==> config.mk <==
export PLATFORM = sky130hd
export DESIGN_NAME = regfile_port_sequencer_flat
export DESIGN_NICKNAME = d
export VERILOG_FILES = /design/src/rtl/regfile_port_sequencer_if.sv /design/src/rtl/regfile_port_sequencer.sv /design/src/flat_wrapper.sv
export SDC_FILE = /design/constraint.sdc
export NUM_CORES = 1
export LEC_CHECK = 0
export CORE_MARGIN = 2
export CORE_UTILIZATION = 25
export DETAILED_ROUTE_END_ITERATION = 16
export GPL_ROUTABILITY_DRIVEN = 0
export HOLD_SLACK_MARGIN = 0.05
export SLEW_MARGIN = 15
export SYNTH_ARGS = -nofsm -noshare
export SYNTH_HDL_FRONTEND = slang
export SYNTH_SLANG_ARGS = --single-unit
==> constraint.sdc <==
create_clock -name CLK -period 2.23 [get_ports CLK]
set_input_delay 0.446 -clock CLK [delete_from_list [all_inputs] [get_ports CLK]]
set_output_delay 0.446 -clock CLK [all_outputs]
set_load 0.02 [all_outputs]
==> src/rtl/regfile_port_sequencer_if.sv <==
// Bundle of request, array-side and response signals between the
// regfile sequencer and its surroundings (requester plus latch array).
interface regfile_port_sequencer_if #(
    parameter int NREGS = 32,
    parameter int AW    = 5,
    parameter int XLEN  = 32
);
    // Request channel
    logic             REQ_VALID;
    logic             REQ_READY;
    logic [AW-1:0]    RS1;
    logic [AW-1:0]    RS2;
    logic [AW-1:0]    RD;
    logic             WR_EN;
    logic [XLEN-1:0]  WR_DATA;

    // Latch array control and data
    logic [NREGS-1:0] EN1;
    logic [NREGS-1:0] nEN1;
    logic [NREGS-1:0] EN2;
    logic [NREGS-1:0] nEN2;
    logic [NREGS-1:0] WCLK;
    logic [NREGS-1:0] nWCLK;
    logic [XLEN-1:0]  WDATA;
    logic [XLEN-1:0]  Q1_BUS;
    logic [XLEN-1:0]  Q2_BUS;

    // Response channel
    logic             RSP_VALID;
    logic             RSP_READY;
    logic [XLEN-1:0]  OP1;
    logic [XLEN-1:0]  OP2;

    // Requester/array side: issues requests, drives the read buses
    modport master (
        output REQ_VALID, RS1, RS2, RD, WR_EN, WR_DATA,
        output Q1_BUS, Q2_BUS, RSP_READY,
        input  REQ_READY, EN1, nEN1, EN2, nEN2, WCLK, nWCLK, WDATA,
        input  RSP_VALID, OP1, OP2
    );

    // Sequencer side
    modport slave (
        input  REQ_VALID, RS1, RS2, RD, WR_EN, WR_DATA,
        input  Q1_BUS, Q2_BUS, RSP_READY,
        output REQ_READY, EN1, nEN1, EN2, nEN2, WCLK, nWCLK, WDATA,
        output RSP_VALID, OP1, OP2
    );
endinterface

==> src/rtl/regfile_port_sequencer.sv <==
// Control stage in front of a dual-read-port latch register file.
// Each accepted request reads two rows onto the shared tristate buses,
// captures them into operand registers, optionally sequences a single
// row write with setup/pulse/hold phases, then presents the operands.
// Row 0 is hardwired zero: it is never enabled, never written, and
// reading it returns 0 regardless of what is on the bus.
module regfile_port_sequencer #(
    parameter int NREGS = 32,
    parameter int AW    = 5,
    parameter int XLEN  = 32
) (
    input logic                   CLK,
    input logic                   nRST,
    regfile_port_sequencer_if.slave bus
);

    typedef enum logic [2:0] {
        S_IDLE,
        S_RD,
        S_CAP,
        S_WSETUP,
        S_WPULSE,
        S_WHOLD,
        S_RESP
    } state_t;

    state_t           state;

    // Request fields held for the whole transaction
    logic [AW-1:0]    rs1_q;
    logic [AW-1:0]    rs2_q;
    logic [AW-1:0]    rd_q;
    logic             wr_en_q;
    logic [XLEN-1:0]  wr_data_q;

    // Registered outputs
    logic [NREGS-1:0] en1_q;
    logic [NREGS-1:0] en2_q;
    logic [NREGS-1:0] wclk_q;
    logic [XLEN-1:0]  wdata_q;
    logic [XLEN-1:0]  op1_q;
    logic [XLEN-1:0]  op2_q;
    logic             rsp_valid_q;

    // One-hot row decode; row 0 never gets a bit so it can never be
    // driven onto a bus or opened for writing.
    function automatic logic [NREGS-1:0] row_select(input logic [AW-1:0] addr);
        logic [NREGS-1:0] sel;
        sel = '0;
        if (addr != '0 && int'(addr) < NREGS) begin
            sel[addr] = 1'b1;
        end
        return sel;
    endfunction

    // Whole transaction sequence: request latch, read, capture, optional
    // write phases, response hold. Enables are dropped on the same edge
    // that captures the buses, so enables and WCLK never overlap.
    always_ff @(posedge CLK or negedge nRST) begin
        if (!nRST) begin
            state       <= S_IDLE;
            rs1_q       <= '0;
            rs2_q       <= '0;
            rd_q        <= '0;
            wr_en_q     <= 1'b0;
            wr_data_q   <= '0;
            en1_q       <= '0;
            en2_q       <= '0;
            wclk_q      <= '0;
            wdata_q     <= '0;
            op1_q       <= '0;
            op2_q       <= '0;
            rsp_valid_q <= 1'b0;
        end else begin
            case (state)
                S_IDLE: begin
                    if (bus.REQ_VALID) begin
                        rs1_q     <= bus.RS1;
                        rs2_q     <= bus.RS2;
                        rd_q      <= bus.RD;
                        wr_en_q   <= bus.WR_EN;
                        wr_data_q <= bus.WR_DATA;
                        en1_q     <= row_select(bus.RS1);
                        en2_q     <= row_select(bus.RS2);
                        state     <= S_RD;
                    end
                end

                S_RD: begin
                    state <= S_CAP;
                end

                S_CAP: begin
                    op1_q <= (rs1_q == '0) ? '0 : bus.Q1_BUS;
                    op2_q <= (rs2_q == '0) ? '0 : bus.Q2_BUS;
                    en1_q <= '0;
                    en2_q <= '0;
                    if (wr_en_q && rd_q != '0) begin
                        wdata_q <= wr_data_q;
                        state   <= S_WSETUP;
                    end else begin
                        rsp_valid_q <= 1'b1;
                        state       <= S_RESP;
                    end
                end

                S_WSETUP: begin
                    wclk_q <= row_select(rd_q);
                    state  <= S_WPULSE;
                end

                S_WPULSE: begin
                    wclk_q <= '0;
                    state  <= S_WHOLD;
                end

                S_WHOLD: begin
                    rsp_valid_q <= 1'b1;
                    state       <= S_RESP;
                end

                S_RESP: begin
                    if (bus.RSP_READY) begin
                        rsp_valid_q <= 1'b0;
                        state       <= S_IDLE;
                    end
                end

                default: begin
                    state <= S_IDLE;
                end
            endcase
        end
    end

    // Complements are plain inversions of the registers, so they track
    // their partners in every cycle, reset included.
    assign bus.EN1       = en1_q;
    assign bus.nEN1      = ~en1_q;
    assign bus.EN2       = en2_q;
    assign bus.nEN2      = ~en2_q;
    assign bus.WCLK      = wclk_q;
    assign bus.nWCLK     = ~wclk_q;
    assign bus.WDATA     = wdata_q;
    assign bus.OP1       = op1_q;
    assign bus.OP2       = op2_q;
    assign bus.RSP_VALID = rsp_valid_q;
    assign bus.REQ_READY = (state == S_IDLE);

endmodule

==> src/flat_wrapper.sv <==
// flat-port wrapper written by rule: the top's interface ports become plain ports
module regfile_port_sequencer_flat 
#(
    parameter int NREGS = 32,
    parameter int AW    = 5,
    parameter int XLEN  = 32
)
  (CLK, nRST, bus_REQ_VALID, bus_RS1, bus_RS2, bus_RD, bus_WR_EN, bus_WR_DATA, bus_Q1_BUS, bus_Q2_BUS, bus_RSP_READY, bus_REQ_READY, bus_EN1, bus_nEN1, bus_EN2, bus_nEN2, bus_WCLK, bus_nWCLK, bus_WDATA, bus_RSP_VALID, bus_OP1, bus_OP2);
  regfile_port_sequencer_if #(.NREGS(NREGS), .AW(AW), .XLEN(XLEN)) bus_i ();
  input logic CLK;
  input logic nRST;
  input wire logic [$bits(bus_i.REQ_VALID)-1:0] bus_REQ_VALID;
  input wire logic [$bits(bus_i.RS1)-1:0] bus_RS1;
  input wire logic [$bits(bus_i.RS2)-1:0] bus_RS2;
  input wire logic [$bits(bus_i.RD)-1:0] bus_RD;
  input wire logic [$bits(bus_i.WR_EN)-1:0] bus_WR_EN;
  input wire logic [$bits(bus_i.WR_DATA)-1:0] bus_WR_DATA;
  input wire logic [$bits(bus_i.Q1_BUS)-1:0] bus_Q1_BUS;
  input wire logic [$bits(bus_i.Q2_BUS)-1:0] bus_Q2_BUS;
  input wire logic [$bits(bus_i.RSP_READY)-1:0] bus_RSP_READY;
  output wire logic [$bits(bus_i.REQ_READY)-1:0] bus_REQ_READY;
  output wire logic [$bits(bus_i.EN1)-1:0] bus_EN1;
  output wire logic [$bits(bus_i.nEN1)-1:0] bus_nEN1;
  output wire logic [$bits(bus_i.EN2)-1:0] bus_EN2;
  output wire logic [$bits(bus_i.nEN2)-1:0] bus_nEN2;
  output wire logic [$bits(bus_i.WCLK)-1:0] bus_WCLK;
  output wire logic [$bits(bus_i.nWCLK)-1:0] bus_nWCLK;
  output wire logic [$bits(bus_i.WDATA)-1:0] bus_WDATA;
  output wire logic [$bits(bus_i.RSP_VALID)-1:0] bus_RSP_VALID;
  output wire logic [$bits(bus_i.OP1)-1:0] bus_OP1;
  output wire logic [$bits(bus_i.OP2)-1:0] bus_OP2;
  assign bus_i.REQ_VALID = bus_REQ_VALID;
  assign bus_i.RS1 = bus_RS1;
  assign bus_i.RS2 = bus_RS2;
  assign bus_i.RD = bus_RD;
  assign bus_i.WR_EN = bus_WR_EN;
  assign bus_i.WR_DATA = bus_WR_DATA;
  assign bus_i.Q1_BUS = bus_Q1_BUS;
  assign bus_i.Q2_BUS = bus_Q2_BUS;
  assign bus_i.RSP_READY = bus_RSP_READY;
  assign bus_REQ_READY = bus_i.REQ_READY;
  assign bus_EN1 = bus_i.EN1;
  assign bus_nEN1 = bus_i.nEN1;
  assign bus_EN2 = bus_i.EN2;
  assign bus_nEN2 = bus_i.nEN2;
  assign bus_WCLK = bus_i.WCLK;
  assign bus_nWCLK = bus_i.nWCLK;
  assign bus_WDATA = bus_i.WDATA;
  assign bus_RSP_VALID = bus_i.RSP_VALID;
  assign bus_OP1 = bus_i.OP1;
  assign bus_OP2 = bus_i.OP2;
  regfile_port_sequencer #(.NREGS(NREGS), .AW(AW), .XLEN(XLEN)) u_core (.CLK(CLK), .nRST(nRST), .bus(bus_i));
endmodule
## After elaboration in Yosys (flattened, before gate mapping)

Cells that the tools add are included.

- $mul: 0
- Eq/ne operators: 9
- Bitwise gates (word level): 3
- Reductions and logical operators: 18
- Multiplexer cells: 23
- Magnitude comparators: 6
- Shift-type cells: 0
- Add/sub/neg operators: 0
- Divide/modulo/power cells: 0

Operators with widths:

| operator | count |
|---|---|
| $mux W32 | 7 |
| $pmux W32 S2 | 3 |
| $not A32 Y32 | 3 |
| $pmux W3 S7 | 1 |
| $lt A5 B6 Y1 const B | 3 |
| $demux W1 S5 | 3 |
| $ge A5 B1 Y1 const B | 3 |
| $reduce_bool A5 Y1 | 3 |
| $logic_not A5 Y1 | 2 |
| $eq A3 B3 Y1 const B | 3 |
| $mux W3 | 3 |
| $reduce_and A2 Y1 | 4 |
| $eq A3 B2 Y1 const B | 2 |
| $ne A2 B2 Y1 const B | 3 |
| $mux W1 | 5 |
| $logic_and A1 B1 Y1 | 4 |
| $reduce_bool A2 Y1 | 2 |
| $eq A3 B1 Y1 const B | 1 |
| $logic_not A3 Y1 | 1 |
| $pmux W1 S3 | 1 |
| $reduce_and A3 Y1 | 1 |
| $reduce_bool A3 Y1 | 1 |

- ROM bits: 0
- Memories: 0
- Bits in latches: 0
- Output and inout port bits: 290
- Bits in registers: 244
- Memory bits (writable): 0
- Word-level logic and storage cells: 72

## Depth between registers and ports, before layout

Gate-level depths: netlist (run 1).

- Depth in word-level cells: 7
- Depth in mapped cells: 6
- Gate-level depth less buffers: 3

## Worst setup path before layout (run 1)

Ideal clock, no wire load.

- Kind: register to register
- From: register u_core.rd_q[3]
- To: register u_core.wdata_q[10], in the netlist u_core.bus.WDATA[10]
- Setup slack: 391 ps
- Clock period less this slack: 1839 ps
- Arrival: 1714 ps
- Stages on the path, launching flop included: 5
- Path through: dfrtp_1 > or3_1 > o311ai_4 > buf_6 > mux2_2

- Longest elaborated chain between the ends: 3

Ends and longest elaborated chain:

| what | RTL line | text |
|---|---|---|
| start: declaration | regfile_port_sequencer.sv:32 | `logic [AW-1:0] rd_q;` |
| start signal: assignment | regfile_port_sequencer.sv:80 | `rd_q <= bus.RD;` |
| $reduce_bool A5 Y1 | regfile_port_sequencer.sv:98 | `if (wr_en_q && rd_q != '0) begin` |
| $logic_and A1 B1 Y1 | regfile_port_sequencer.sv:98 |  |
| $reduce_and A2 Y1 (no source line) | n/a |  |
| end signal: assignment | regfile_port_sequencer.sv:99 | `wdata_q <= wr_data_q;` |
| end: declaration | regfile_port_sequencer.sv:40 | `logic [XLEN-1:0] wdata_q;` |

Every way passes these cells.
A chain may end at the register's enable or synchronous reset.

## Worst setup path in the final report (run 1)

- From: register u_core.en1_q[11], in the netlist u_core.bus.EN1[11]
- To: output port bus_nEN1[11]

- Longest elaborated chain between the ends: 1

Ends and longest elaborated chain:

| what | RTL line | text |
|---|---|---|
| start: declaration | regfile_port_sequencer.sv:37 | `logic [NREGS-1:0] en1_q;` |
| start signal: assignment | regfile_port_sequencer.sv:83 | `en1_q <= row_select(bus.RS1);` |
| $not A32 Y32 | regfile_port_sequencer.sv:139 | `assign bus.nEN1 = ~en1_q;` |
| end: declaration | flat_wrapper.sv:23 | `output wire logic [$bits(bus_i.nEN1)-1:0] bus_nEN1;` |

Every way passes these cells.

==> flow_summary.toml, run 1 <==
[run_status]
status = "completed"

[routing]
drt-total-wl_um = 33730
avgRoutedWirePerCell_um = 17.32
ant_nets = 0
remaining_drc_errors = 0
first_pass_iters = 5
initialDrtViolationCount = 445
vias = 8569
vias_per_cell = 4.399

[logic_synthesis]
synthArstFlopShare = 1.000
yosysTopAreaCellShare = 0.6114
syn_avg_cell_area_um2 = 10.15
synth_area_mm2 = 0.009987
synth_top_family_by_area = "simple AND/OR/NAND/NOR gates"
synth_xor_area_frac = 0
synth_edf_count = 0
synth.yosys.warnings = 0
synthCells = 984
ys_ff_latch = 244
post-synth-top-area-cell = "dfrtp_1"
ys.flop_type = "dfrtp_1"
synth_area_leaders = "dfrtp_1, nand2_1, a22o_1, inv_1, o21ai_0"
syn_nets = 1100
ys_types = 41
muxShareOfSynthArea = 0.03608
synth_common_cells = "nand2_1, dfrtp_1, inv_1"
yosys.area_share.simple = 0.1642
synth.most_common_cell = "nand2_1"
synth_compound_area_frac = 0.1234
synth_fa_ha_area_frac = 0
synth.yosys.seq_area_share = 0.6114

[power_and_ir_drop]
p_leak_uw = 0.006864
vdd_drop_max_v = 0.0006220
power_density_mw_per_mm2 = 1236

[sta]
slew_headroom = 0.6662
holdWs_ps = 421.5
skew_ps = 12.56
max_freq_ghz = 0.4663
setup_violations = 0
period_share = 0.9617
final_hold_viol_count = 0
rsz0062_at_grt = "no"
setup-tns-final_ps = 0
drv_slew = 0
worst_pin_slew_ps = 496.9
period_minus_slack_ps = 2145

[clocking]
cts_setup_buffers = 0
htree_levels = 1
clockBufferDepth = 3
clockRootBuffer = "clkbuf_16"
cts_tree = "yes"
clk_latency_ps = 550
cts_made_buffers = 29
clkSlewWorstSetupHoldPaths_ps = 60
cts_sinks = 244

[hold_path]
hold_depth = 3
hold_class = "in -> reg"

[global_route]
grt-ovfl-total = 0
antenna_found_initial = 0
track_usage = 0.1571
grt_max_degree = 60
grt_pass1_wl_um = 51060
grt_pass1_vias = 8576

[final_layout]
antenna_cells = 0
drive_gt1_frac = 0.09557
n_fill_cell = 3836
regArea_mm2 = 0.006106
num-nets-final = 1520
area_delta_synth_final_pct = 58.85
multi_input_area_mm2 = 0.003263

[critical_path]
startpoint_type = "flop"
worstPathRequired_ps = 1780
cpPeakStageDelay_ps = 610
path_cells = "inv_1 > clkdlybuf4s50_1"
crit_fanout = 3
arrival_ps = 1700
rr_worst_depth = 4
worstSetupPathType = "reg -> out"
endpoint_kind = "primary output"
cpMaxStageDelayCell = "clkdlybuf4s50_1"

[run]
max_cap_violations = 0

[die]
start_util = 0.2525
io_pins = 406
num_rows = 73
die_x_um = 203.9
core_area_mm2 = 0.03955
dieArea_mm2 = 0.04156
die_h_um = 203.9

[placed_design]
io_buffers = 405
place_hpwl_um = 24450
==> cell families (layout without fill, tap and decap cells) <==
group | Yosys count | in the layout
compound gates | 173 | 173
mux | 32 | 32
flops | 244 | 244
simple gates | 375 | 375
buf+inv | 160 | 599
==> power by group <==
group	internal [uW]	switching (uW)
registers	5870	882
clock network	2970	1840
logic	3510	4530
total	12300	7260
==> placed cells by master, fill, tap and decap left out, types with 29 or more instances in the layout <==
master           instances
clkdlybuf4s50_1        403
nand2_1                285
dfrtp_1                244
inv_1                   98
o21ai_0                 68
a22o_1                  48
buf_4                   38
o2bb2ai_1               33
mux2_2                  30
clkbuf_16               29
==> worst paths after layout <==
| path | from | endpoint | slack, ps |
|---|---|---|---|
| worst min-delay path | bus_WR_DATA[24] | u_core.wr_data_q[24] | 420 |
| worst min register to register | u_core.rs2_q[4] | u_core.rs2_q[4] | 470 |
| max in group asynchronous | nRST | u_core.bus.OP2[31] | 1110 |
| min in group asynchronous | nRST | u_core.bus.EN2[21] | 430 |
| worst max register to register | u_core.rd_q[3] | u_core.bus.WDATA[13] | 310 |
| worst max-delay path | u_core.bus.EN1[11] | bus_nEN1[11] | 90 |
==> sequential cells by signal, summed over array words and instances (netlist names) <==
| register | flops |
|---|---|
| u_core.rs2_q | 5 |
| u_core.bus.WCLK | 32 |
| u_core.bus.RSP_VALID | 1 |
| u_core.wr_en_q | 1 |
| u_core.bus.EN2 | 32 |
| u_core.rs1_q | 5 |
| u_core.wr_data_q | 32 |
| u_core.bus.OP2 | 32 |
| u_core.state | 3 |
| u_core.bus.EN1 | 32 |
| u_core.bus.WDATA | 32 |
| u_core.bus.OP1 | 32 |
| u_core.rd_q | 5 |
==> per-stage QoR <==
step	worst slack (ps)	cells	instance area (um2)	util	total power [uW]
floorplan	391.3	984	9987	-	10850
global placement	51.25	1897	14880	0.3762	14780
detailed placement	45.38	1897	14880	0.3762	14930
CTS	52.25	1948	15860	0.4011	19870
global route	23.04	1948	15860	0.4011	20770
finish	85.45	1948	15860	0.4011	19610
==> layer usage <==
layer	up-vias	global-route usage	wire [um]
met2	255	0.2620	16410
li1	4080	-	-
met3	44	0.02615	1711
met5	-	0	0
met4	0	0.04301	716
met1	4190	0.2108	14900
==> critical path, delay by kind of cell, from the launching register on <==
family,cells,cell delay [ps]
buf+inv,2,690
flops,1,460
==> what timing repair did <==
item | in CTS | in global routing
resized for setup | 1 | 0
hold endpoints to repair | 52 | 0
setup endpoints to repair | 1 | 0
hold buffers | 1 | 0
==> area by class of cell <==
cell class / count / share of cell area
Sequential cell: 244 / 0.3849
Timing Repair Buffer: 451 / 0.2832
Multi-Input combinational cell: 580 / 0.2057
Clock buffer: 41 / 0.05363
Tap cell: 525 / 0.04141
Inverter: 98 / 0.02319
Clock inverter: 9 / 0.007966
Note: power is estimated with default switching activity, not from simulation.
==> run 2, diff against run 1 <==
CAP_MARGIN = 0   (was unset)
HOLD_SLACK_MARGIN = 0.15   (was 0.05)
==> results of run 2 <==
Same layout as run 1: the final DEF is identical, and so are final timing and power.
==> run 3, diff against run 2 <==
CTS_CLUSTER_SIZE = 30   (was unset)
==> results of run 3 <==
Same layout as run 1: the final DEF is identical, and so are final timing and power.
